`config.mk`:
```
export PLATFORM = sky130hd
export DESIGN_NAME = ifu
export DESIGN_NICKNAME = d
export VERILOG_FILES = /design/src/rtl/ifu.sv
export SDC_FILE = /design/constraint.sdc
export NUM_CORES = 1
export LEC_CHECK = 0
export BUFFER_PORTS_ARGS = -buffer_cell sky130_fd_sc_hd__buf_2
export CAP_MARGIN = 5
export CELL_PAD_IN_SITES_DETAIL_PLACEMENT = 1
export CELL_PAD_IN_SITES_GLOBAL_PLACEMENT = 2
export CORE_ASPECT_RATIO = 0.9
export CORE_MARGIN = 3
export CORE_UTILIZATION = 28
export CTS_CLUSTER_SIZE = 8
export DETAILED_ROUTE_END_ITERATION = 8
export MAX_ROUTING_LAYER = met4
export PLACE_DENSITY_LB_ADDON = 0.25
export RECOVER_POWER = 50
export SYNTH_ARGS = -nofsm -noshare
export SYNTH_HDL_FRONTEND = slang
export SYNTH_SLANG_ARGS = --single-unit
```
`constraint.sdc`:
```
create_clock -name clk -period 5.36 [get_ports clk]
set_input_delay 0.536 -clock clk [delete_from_list [all_inputs] [get_ports clk]]
set_output_delay 0.536 -clock clk [all_outputs]
set_load 0.01 [all_outputs]
```
`src/rtl/ifu.sv`:
```
// ---------------------------------------------------------------------------
// ifu : instruction fetch unit
//
// Owns the program counter (PC) and instruction register (IR). On an
// instruction-load request it fetches one 16-bit word from instruction memory
// over a req/valid handshake and latches it into the IR. When idle it applies
// the PC-select command: hold, increment, IR-relative branch or jump.
//
// Optional build macro: IFU_TIMEOUT_EN
//   defined   : a fetch watchdog aborts a fetch after TIMEOUT cycles without
//               valid and sets the sticky fetch_err_out flag
//   undefined : no watchdog; a fetch waits indefinitely, fetch_err_out = 0
//
// Ports
//   clk, rst        clock, synchronous active-high reset
//   il_in           instruction load request
//   ps_in[1:0]      PC select: 00 hold, 01 +1, 10 PC+offset, 11 jump to a_in
//   a_in[AW-1:0]    jump target
//   imem_req_out    memory read request (high for the whole fetch)
//   imem_addr_out   read address (= PC)
//   imem_rdata_in   read data
//   imem_valid_in   read data valid
//   ins_out         IR contents
//   pc_out          current PC
//   stall_out       fetch outstanding
//   fetch_err_out   sticky fetch timeout flag
// ---------------------------------------------------------------------------
module ifu #(
    parameter int AW      = 16,
    parameter int TIMEOUT = 255
) (
    input  logic          clk,
    input  logic          rst,
    input  logic          il_in,
    input  logic [1:0]    ps_in,
    input  logic [AW-1:0] a_in,
    output logic          imem_req_out,
    output logic [AW-1:0] imem_addr_out,
    input  logic [15:0]   imem_rdata_in,
    input  logic          imem_valid_in,
    output logic [15:0]   ins_out,
    output logic [AW-1:0] pc_out,
    output logic          stall_out,
    output logic          fetch_err_out
);

    typedef enum logic {
        IDLE  = 1'b0,
        FETCH = 1'b1
    } state_t;

    state_t        state_q, state_d;
    logic [AW-1:0] pc_q, pc_d;
    logic [15:0]   ir_q, ir_d;
    logic          timeout_hit;

    // Branch offset is a 6-bit two's-complement field split across the IR.
    logic [5:0]    br_off;
    logic [AW-1:0] br_off_ext;

    assign br_off     = {ir_q[8:6], ir_q[2:0]};
    assign br_off_ext = {{(AW-6){br_off[5]}}, br_off};

`ifdef IFU_TIMEOUT_EN
    localparam int CW = $clog2(TIMEOUT + 1);

    logic [CW-1:0] wd_q, wd_d;
    logic          err_q, err_d;

    // Expiry fires on the edge that would bring the count to TIMEOUT;
    // valid on that same edge takes precedence.
    assign timeout_hit = (state_q == FETCH) && !imem_valid_in &&
                         (wd_q == CW'(TIMEOUT - 1));

    always_comb begin
        wd_d  = wd_q;
        err_d = err_q;
        if (state_q == IDLE && il_in) begin
            wd_d = '0;
        end else if (state_q == FETCH && !imem_valid_in) begin
            wd_d = wd_q + 1'b1;
        end
        if (timeout_hit) begin
            err_d = 1'b1;
        end
    end

    always_ff @(posedge clk) begin
        if (rst) begin
            wd_q  <= '0;
            err_q <= 1'b0;
        end else begin
            wd_q  <= wd_d;
            err_q <= err_d;
        end
    end

    assign fetch_err_out = err_q;
`else
    logic [31:0] unused_timeout;
    assign unused_timeout = TIMEOUT;
    assign timeout_hit    = 1'b0;
    assign fetch_err_out  = 1'b0;
`endif

    always_comb begin
        state_d = state_q;
        pc_d    = pc_q;
        ir_d    = ir_q;
        case (state_q)
            IDLE: begin
                // A load request wins over any PC update in the same cycle.
                if (il_in) begin
                    state_d = FETCH;
                end else begin
                    case (ps_in)
                        2'b00: pc_d = pc_q;
                        2'b01: pc_d = pc_q + 1'b1;
                        2'b10: pc_d = pc_q + br_off_ext;
                        2'b11: pc_d = a_in;
                    endcase
                end
            end
            FETCH: begin
                if (imem_valid_in) begin
                    ir_d    = imem_rdata_in;
                    state_d = IDLE;
                end else if (timeout_hit) begin
                    state_d = IDLE;
                end
            end
            default: state_d = IDLE;
        endcase
    end

    always_ff @(posedge clk) begin
        if (rst) begin
            state_q <= IDLE;
            pc_q    <= '0;
            ir_q    <= '0;
        end else begin
            state_q <= state_d;
            pc_q    <= pc_d;
            ir_q    <= ir_d;
        end
    end

    assign imem_req_out  = (state_q == FETCH);
    assign stall_out     = (state_q == FETCH);
    assign imem_addr_out = pc_q;
    assign pc_out        = pc_q;
    assign ins_out       = ir_q;

endmodule
```
==> metrics.md, run 1 <==
| Metric | Value |
|---|---|
| Slowest cell on the critical path | `fa_1` |
| N_diodes | `0` |
| CTS sink cnt | `33` |
| Nets | `between 400 and 500` |
| Fmax | `around 0.34 GHz` |
| Worst relative slew slack | `between 30 and 40%` |
| Synth area leaders | `dfxtp_1 (29%), nand2_1 (8.5%), buf_4 (5.9%)` |
| CP Capture Type | `register` |
| Post-Synthesis Cell Area | `between 2000 and 2500 sq um` |
| Yosys reg bits | `33` |
| Crit path max fanout | `9` |
| Die Width | `102 microns` |
| Register share of total power | `43.1%` |
| Routed vias/inst | `about 5.3` |
| IO buf count | `87` |
| Setup TNS | `0 ns` |
| Number of global-route vias before repair | `between 2000 and 2500` |
| Post-CTS Setup Bufs | `0` |
| NetSw | `about 200 uW` |
| H-tree Lvls | `2` |
| Antenna-violating nets left | `0` |
| Area growth syn-to-layout | `18.2%` |
| Pwr/cell area | `238 nW/um^2` |
| Final hold vios | `0` |
| I/O pins | `between 80 and 90` |
| Crit path cell chain | `buf_2, and2b_1, nand2b_1, ha_1, fa_1, a211oi_1, o21bai_2, mux2i_1, or4_1, a31oi_1` |
| Commonest cells in the netlist | `nand2_1 (52), dfxtp_1 (33), a21oi_1 (25)` |
| Cells after synthesis | `about 300` |
| Post-DR wirelength/cell | `16.3 microns` |
| Met3 WL | `~310 microns` |
| Clk_lat worst skew | `0.29 ns` |
| YS warnings | `0` |
| Longest Clk Path Bufs | `2` |
| M1 WL | `a little under 4000 microns` |
| Estimated wirelength of the detail-placed design | `about 5400 microns` |
| Global Route Usage Sum | `between 10% and 20%` |
| Root buffer cell | `clkbuf_8` |
| Worst Skew | `~0.0033 ns` |
| Final setup margin | `~2.5 ns` |
| Die height | `slightly above 90 microns` |
| Setup crit start kind | `input port` |
| Final setup fails | `0` |
| Max cap viols | `0` |
| Tot Pwr | `between 600 and 700 uW` |
| Initial antenna violation count | `0` |
| Die footprint | `between 9000 and 10000 sq um` |
| Post-Place Cells | `448` |
| Top Layer Used | `met4` |
| Register area | `roughly 660 sq um` |
| Initial Util | `29.6%` |
| Worst-path clk slew | `approximately 0.080 ns` |
| Crit Path Category | `in2reg` |
| Cts repair resizes | `0` |
| Syn Area/Cell | `about 7.6 sq um` |
| Slew @ Worst Pin | `a little over 0.9 ns` |
| Multi-input logic area | `between 1000 and 1500 sq um` |
| Pre-CTS setup slack | `2.12 ns` |
| Net count after synthesis | `348` |
| Post-synth EDFFs | `0` |
| Clock power share | `between 30% and 40%` |
| Final Cycle Share | `between 50% and 60%` |
| Peak VDD IR | `between 0.1 and 0.15 mV` |
| Via count | `2412` |
| Share of cells above drive strength 1 | `around 23%` |
| Commonest register cell after synthesis | `dfxtp_1` |
| Row Count | `30` |
| Outcome | `complete, no violations` |
| Post-synthesis cell type count | `58` |
| Final WL | `approximately 7500 microns` |
| Fillers | `~1000` |
| TritonCTS Buffers | `5` |
| Sw Share | `30.9%` |
| First-pass GRT wire length | `12100 microns` |
| Final GP Congestion | `roughly 0.8` |
| Sequential area share after synthesis | `28.7%` |
| Top-count cell post-synth | `nand2_1` |
| DR DRC count | `0` |
| Largest net degree at the start of global routing | `35` |
| CP required | `5.57 ns` |
| Setup repair after global routing missed its margin | `false` |
| Crit-path max cell delay | `0.43 ns` |
| Top cell type by total area after synthesis | `dfxtp_1` |
| Pint | `448 uW` |
| Layout Cells excl Fill | `around 460` |
| Hold-fix buffers, CTS | `0` |
| Drt pass-1 iters | `4` |
| Met2 Routed Length | `between 3000 and 4000 microns` |
| Gr ovfl total | `0` |
| Count of pins over their slew limit | `0` |
| Fraction of registers with async set/reset | `0%` |
| Synth top area share | `approximately 29%` |
| Tightest Hold Check Type | `reg2reg` |
| TritonCTS clock tree | `built` |
| Lkg Pwr | `~1.1 nW` |
| Iter 0 DRT Violations | `157` |
| Core area | `slightly below 8000 sq um` |
| Final worst path period need | `2.90 ns` |
| Part of the power in combinational logic | `between 10% and 20%` |
| Data arrival time of the critical path | `3.11 ns` |
## layout make-up
type	count	share of cell area, %
multi-input combinational	228	51.4
sequential	33	24.3
timing repair buffer	88	15.2
tap	96	4.42
clock buffer	5	2.53
clock inverter	3	1.70
inverter	3	0.414
## cell families (layout without fill, tap and decap cells)
| kind of cell | count (synthesis) | after routing | share of synthesized area [%] |
|---|---|---|---|
| AO/OA/AOI/OAI | 80 | 80 | 24.2 |
| XOR/XNOR | 2 | 2 | 0.762 |
| adder cells (fa/ha/maj) | 6 | 6 | 3.59 |
| multiplexers | 4 | 4 | 1.80 |
| buffers and inverters | 43 | 99 | 10.5 |
| other | 1 | 1 | 0.163 |
| AND/OR/NAND/NOR | 135 | 135 | 30.3 |
| flip-flops | 33 | 33 | 28.7 |
## per-layer routing
| metal | global-route usage, % | up-vias |
|---|---|---|
| li1 | - | 1208 |
| met1 | 23.3 | 1145 |
| met2 | 25.0 | 55 |
| met3 | 2.51 | 4 |
| met4 | 3.32 | 0 |
| met5 | - | - |
## cells in the final DEF (no fill, tap or decap), drive strengths merged, types with 4 or more instances in the layout
cell	instances
buf	64
nand2	52
dfxtp	33
clkbuf	29
a21oi	25
nand3	13
nor2	12
nor3	11
o21ai	9
o211ai	7
and3	7
and2	7
nand4	6
a21o	5
or3	5
a31oi	5
ha	5
or4	5
a211oi	4
nor4	4
a311oi	4
## final timing paths
path | from | to | slack [ns] | depth (start not counted)
hold / removal | ins_out[13] | ins_out[13] | 0.46 | 2
hold reg to reg | ins_out[13] | ins_out[13] | 0.46 | 2
setup / recovery | ps_in[0] | imem_addr_out[8] | 2.46 | 10
setup reg to reg | ins_out[0] | imem_addr_out[8] | 2.85 | 8
## state kept, by name (all words and copies together) (netlist names)
name / cells
imem_addr_out: 16
ins_out: 16
imem_req_out: 1
## metrics by stage
stage / utilization [%] / cell area, sq um / hold slack, ns
final: 35.0 / 2720 / 0.459
after floorplan: - / 2300 / 0.481
after global routing: 35.0 / 2720 / 0.472
after detailed placement: 33.9 / 2630 / 0.448
after global placement: 33.9 / 2630 / 0.439
after CTS: 35.4 / 2750 / 0.460
## worst max-delay path: cells and delay by family
family | cells | cell delay [ns]
AO/OA/AOI/OAI | 3 | 0.74
adder cells (fa/ha/maj) | 2 | 0.65
buffers and inverters | 1 | 0.14
multiplexers | 1 | 0.18
AND/OR/NAND/NOR | 3 | 0.87
## power groups by stage
stage	sequential, mW	clock [mW]	combinational [mW]
after global routing	0.283	0.265	0.139
final	0.279	0.245	0.124
after global placement	0.284	0	0.127
after CTS	0.279	0.254	0.128
after detailed placement	0.285	0	0.128
after floorplan	0.283	0	0.0852
No activity file was read; power rests on OpenSTA's default activity.
==> inputs of run 2 (changes only) <==
--- a/config.mk
+++ b/config.mk
@@ -11,7 +11,7 @@
 export CELL_PAD_IN_SITES_GLOBAL_PLACEMENT = 2
 export CORE_ASPECT_RATIO = 0.9
 export CORE_MARGIN = 3
-export CORE_UTILIZATION = 28
+export CORE_UTILIZATION = 24
 export CTS_CLUSTER_SIZE = 8
 export DETAILED_ROUTE_END_ITERATION = 8
 export MAX_ROUTING_LAYER = met4
==> constraint.sdc (replaced) <==
create_clock -name clk -period 2.6 [get_ports clk]
set_input_delay 0.26 -clock clk [delete_from_list [all_inputs] [get_ports clk]]
set_output_delay 0.26 -clock clk [all_outputs]
set_load 0.01 [all_outputs]
==> run 2 against run 1 <==
Routed wire length increased by 7.6%. Count of clock-buffer cells in the layout unchanged. Sequential share of layout area decreased by 1.4 points. Clock skew increased by 0.0013 ns. Register-to-register slack got worse by 2.6 ns. Worst hold slack got worse by 0.25 ns. Setup slack got worse by 2.2 ns. Largest cell class unchanged. Largest power group unchanged. Highest routed layer unchanged.
==> metrics.md, run 2 (synthesized netlist as in run 1, its figures left out) <==
| Metric | Value |
|---|---|
| Count of pins over their slew limit | `0 (unchanged)` |
| Hold Path Stages | `3 (+1)` |
| Crit path cell chain | `nand2b_1, ha_1, fa_1, a211oi_2, o21bai_2, mux2i_1, or4_1, a31oi_1` |
| TritonCTS Buffers | `5 (unchanged)` |
| CP required | `2.82 ns (-2.75 ns)` |
| Crit path max fanout | `7 (-2)` |
| TritonCTS clock tree | `built` |
| Initial antenna violation count | `0 (unchanged)` |
| Most frequent cells in the layout | `nand2_1 (52), buf_2 (48), clkbuf_1 (41), dfxtp_1 (33), a21oi_1 (25)` |
| Setup TNS | `0 ns (unchanged)` |
| IO buf count | `87 (unchanged)` |
| N_diodes | `0 (unchanged)` |
| Peak VDD IR | `0.178 mV (+73%)` |
| Final hold vios | `0 (unchanged)` |
| Fillers | `1149 (+15%)` |
| Pwr/cell area | `472 nW/um^2 (+98%)` |
| I/O pins | `89 (unchanged)` |
| Top Layer Used | `met4` |
| Crit-path max cell delay | `0.41 ns (-0.02 ns)` |
| Row Count | `33 (+10%)` |
| Longest Clk Path Bufs | `2 (unchanged)` |
| Slew @ Worst Pin | `0.887 ns (-0.0181 ns)` |
| Die footprint | `10800 sq um (+16%)` |
| Gr ovfl total | `0 (unchanged)` |
| Fmax | `0.421 GHz` |
| Final WL | `8020 microns (+7.6%)` |
| CTS sink cnt | `33 (unchanged)` |
| Routed vias/inst | `5.03 (-4.8%)` |
| M1 WL | `4000 microns (+3.9%)` |
| Post-DR wirelength/cell | `16.0 microns (-2.1%)` |
| Via count | `2522 (+4.6%)` |
| Largest net degree at the start of global routing | `34 (-2.9%)` |
| Final setup fails | `0 (unchanged)` |
| Pre-CTS setup slack | `-0.149 ns (-2.27 ns)` |
| Worst r2r path cells | `8 (unchanged)` |
| Post-CTS Setup Bufs | `0 (unchanged)` |
| Final GP Congestion | `0.779 (-2.3%)` |
| Max cap viols | `0 (unchanged)` |
| Hold_ws | `0.205 ns (-0.254 ns)` |
| Global Route Usage Sum | `15.3% (-1.2 points)` |
| Top Family by Delay on Critical Path | `compound AO/OA/AOI/OAI gates` |
| Outcome | `complete, no violations` |
| FF-to-FF End | `imem_addr_out[8]` |
| Setup crit start kind | `register` |
| Core area | `9210 sq um (+19%)` |
| H-tree Lvls | `2 (unchanged)` |
| Worst-path clk slew | `0.08 ns (about the same)` |
| Worst Skew | `0.00455 ns (+0.00127 ns)` |
| Initial Util | `25.0% (-4.6 points)` |
| Reg2reg start | `ins_out[0]` |
| Crit Path Category | `reg2reg` |
| Nets | `422 (+4.7%)` |
| Root buffer cell | `clkbuf_8` |
| Lkg Pwr | `1.16 nW (+2.1%)` |
| Iter 0 DRT Violations | `59 (-62%)` |
| Die Width | `109 microns (+7.5%)` |
| Hold-fix buffers, CTS | `0 (unchanged)` |
| Final setup margin | `0.227 ns (-2.23 ns)` |
| Clk_lat worst skew | `0.29 ns (about the same)` |
| Worst relative slew slack | `40.9% (+1.2 points)` |
| Final worst path period need | `between 2 and 2.5 ns` |
| Area growth syn-to-layout | `25.6%` |
| CP Capture Type | `register` |
| Met2 Routed Length | `3540 microns (+9.0%)` |
| Setup repair after global routing missed its margin | `false` |
| Antenna-violating nets left | `0 (unchanged)` |
| Slowest cell on the critical path | `fa_1` |
| Estimated wirelength of the detail-placed design | `6080 microns (+12%)` |
| Final Cycle Share | `between 90 and 100%` |
| Data arrival time of the critical path | `2.59 ns (-0.52 ns)` |
| Crit path buf inv count | `0 (-1)` |
| Hold Path End | `ins_out[10]` |
| Number of global-route vias before repair | `2540 (+5.9%)` |
| Worst R2R Setup Slack | `0.23 ns (-2.62 ns)` |
| Share of cells above drive strength 1 | `23.0% (+0.46 points)` |
| First-pass GRT wire length | `12800 microns (+6.2%)` |
| Die height | `98.8 microns (+7.5%)` |
| Drt pass-1 iters | `4 (unchanged)` |
| Met3 WL | `427 microns (+39%)` |
| DR DRC count | `0 (unchanged)` |
| Most common cell after layout, fill and taps aside | `nand2_1` |
| HP Start | `imem_rdata_in[10]` |
| Tightest Hold Check Type | `in2reg` |
==> run 2: cell count changes in the layout (fill, tap and decap cells not counted), sizes merged <==
| cell | delta |
|---|---|
| buf | +2 |
| clkbuf | +17 |
==> run 2: through the flow <==
step,cell area (sq um),util [%],power [mW],instances
floorplan,2330,-,0.764,304
global placement,2820,30.7,0.871,493
detailed placement,2820,30.7,0.877,493
CTS,2940,31.9,1.40,501
global route,2890,31.4,1.44,501
finish,2890,31.4,1.36,501
==> run 2: layout make-up <==
cell class | instances | area (sq um) | area share (%)
Multi-Input combinational cell | 228 | 1420 | 49.1
Sequential cell | 33 | 661 | 22.9
Timing Repair Buffer | 107 | 529 | 18.3
Tap cell | 122 | 153 | 5.29
Clock buffer | 5 | 68.8 | 2.38
Clock inverter | 3 | 46.3 | 1.60
Inverter | 3 | 11.3 | 0.390
==> run 2: worst register-to-register path, cell delays in order (launching register included) <==
cell      delay (ns)
dfxtp_1         0.33
nand2b_1        0.15
ha_1            0.21
fa_1            0.41
a211oi_2        0.30
o21bai_2        0.21
mux2i_1         0.18
or4_1           0.41
a31oi_1         0.13
==> run 2: metal layers <==
| layer | vias up | GRT usage [%] |
|---|---|---|
| met2 | 58 | 23.7 |
| met3 | 4 | 3.14 |
| li1 | 1248 | - |
| met4 | 0 | 2.91 |
| met5 | - | - |
| met1 | 1212 | 20.8 |
==> run 2: worst max path at each step <==
stage / cells past startpoint / start / to / slack [ns]
CTS: 8 / ins_out[0] / imem_addr_out[8] / 0.11
detailed placement: 10 / ps_in[0] / imem_addr_out[8] / -0.15
finish: 8 / ins_out[0] / imem_addr_out[8] / 0.23
global placement: 10 / ps_in[0] / imem_addr_out[8] / -0.06
global route: 8 / ins_out[0] / imem_addr_out[8] / 0.05
floorplan: 10 / ps_in[0] / imem_addr_out[8] / 0.06
==> run 2: power by group <==
group | total [mW] | internal, mW | switching (mW) | leakage (nW)
Clock | 0.511 | 0.287 | 0.223 | 0.0543
Sequential | 0.573 | 0.533 | 0.0392 | 0.269
Combinational | 0.279 | 0.113 | 0.165 | 0.833
Total | 1.36 | 0.934 | 0.428 | 1.16
==> run 2: timing repair <==
item / 4_1_cts / 5_1_grt
endpoints found under the hold margin: 0 / 0
setup endpoints to repair: 0 / 1
resized for setup: 0 / 1
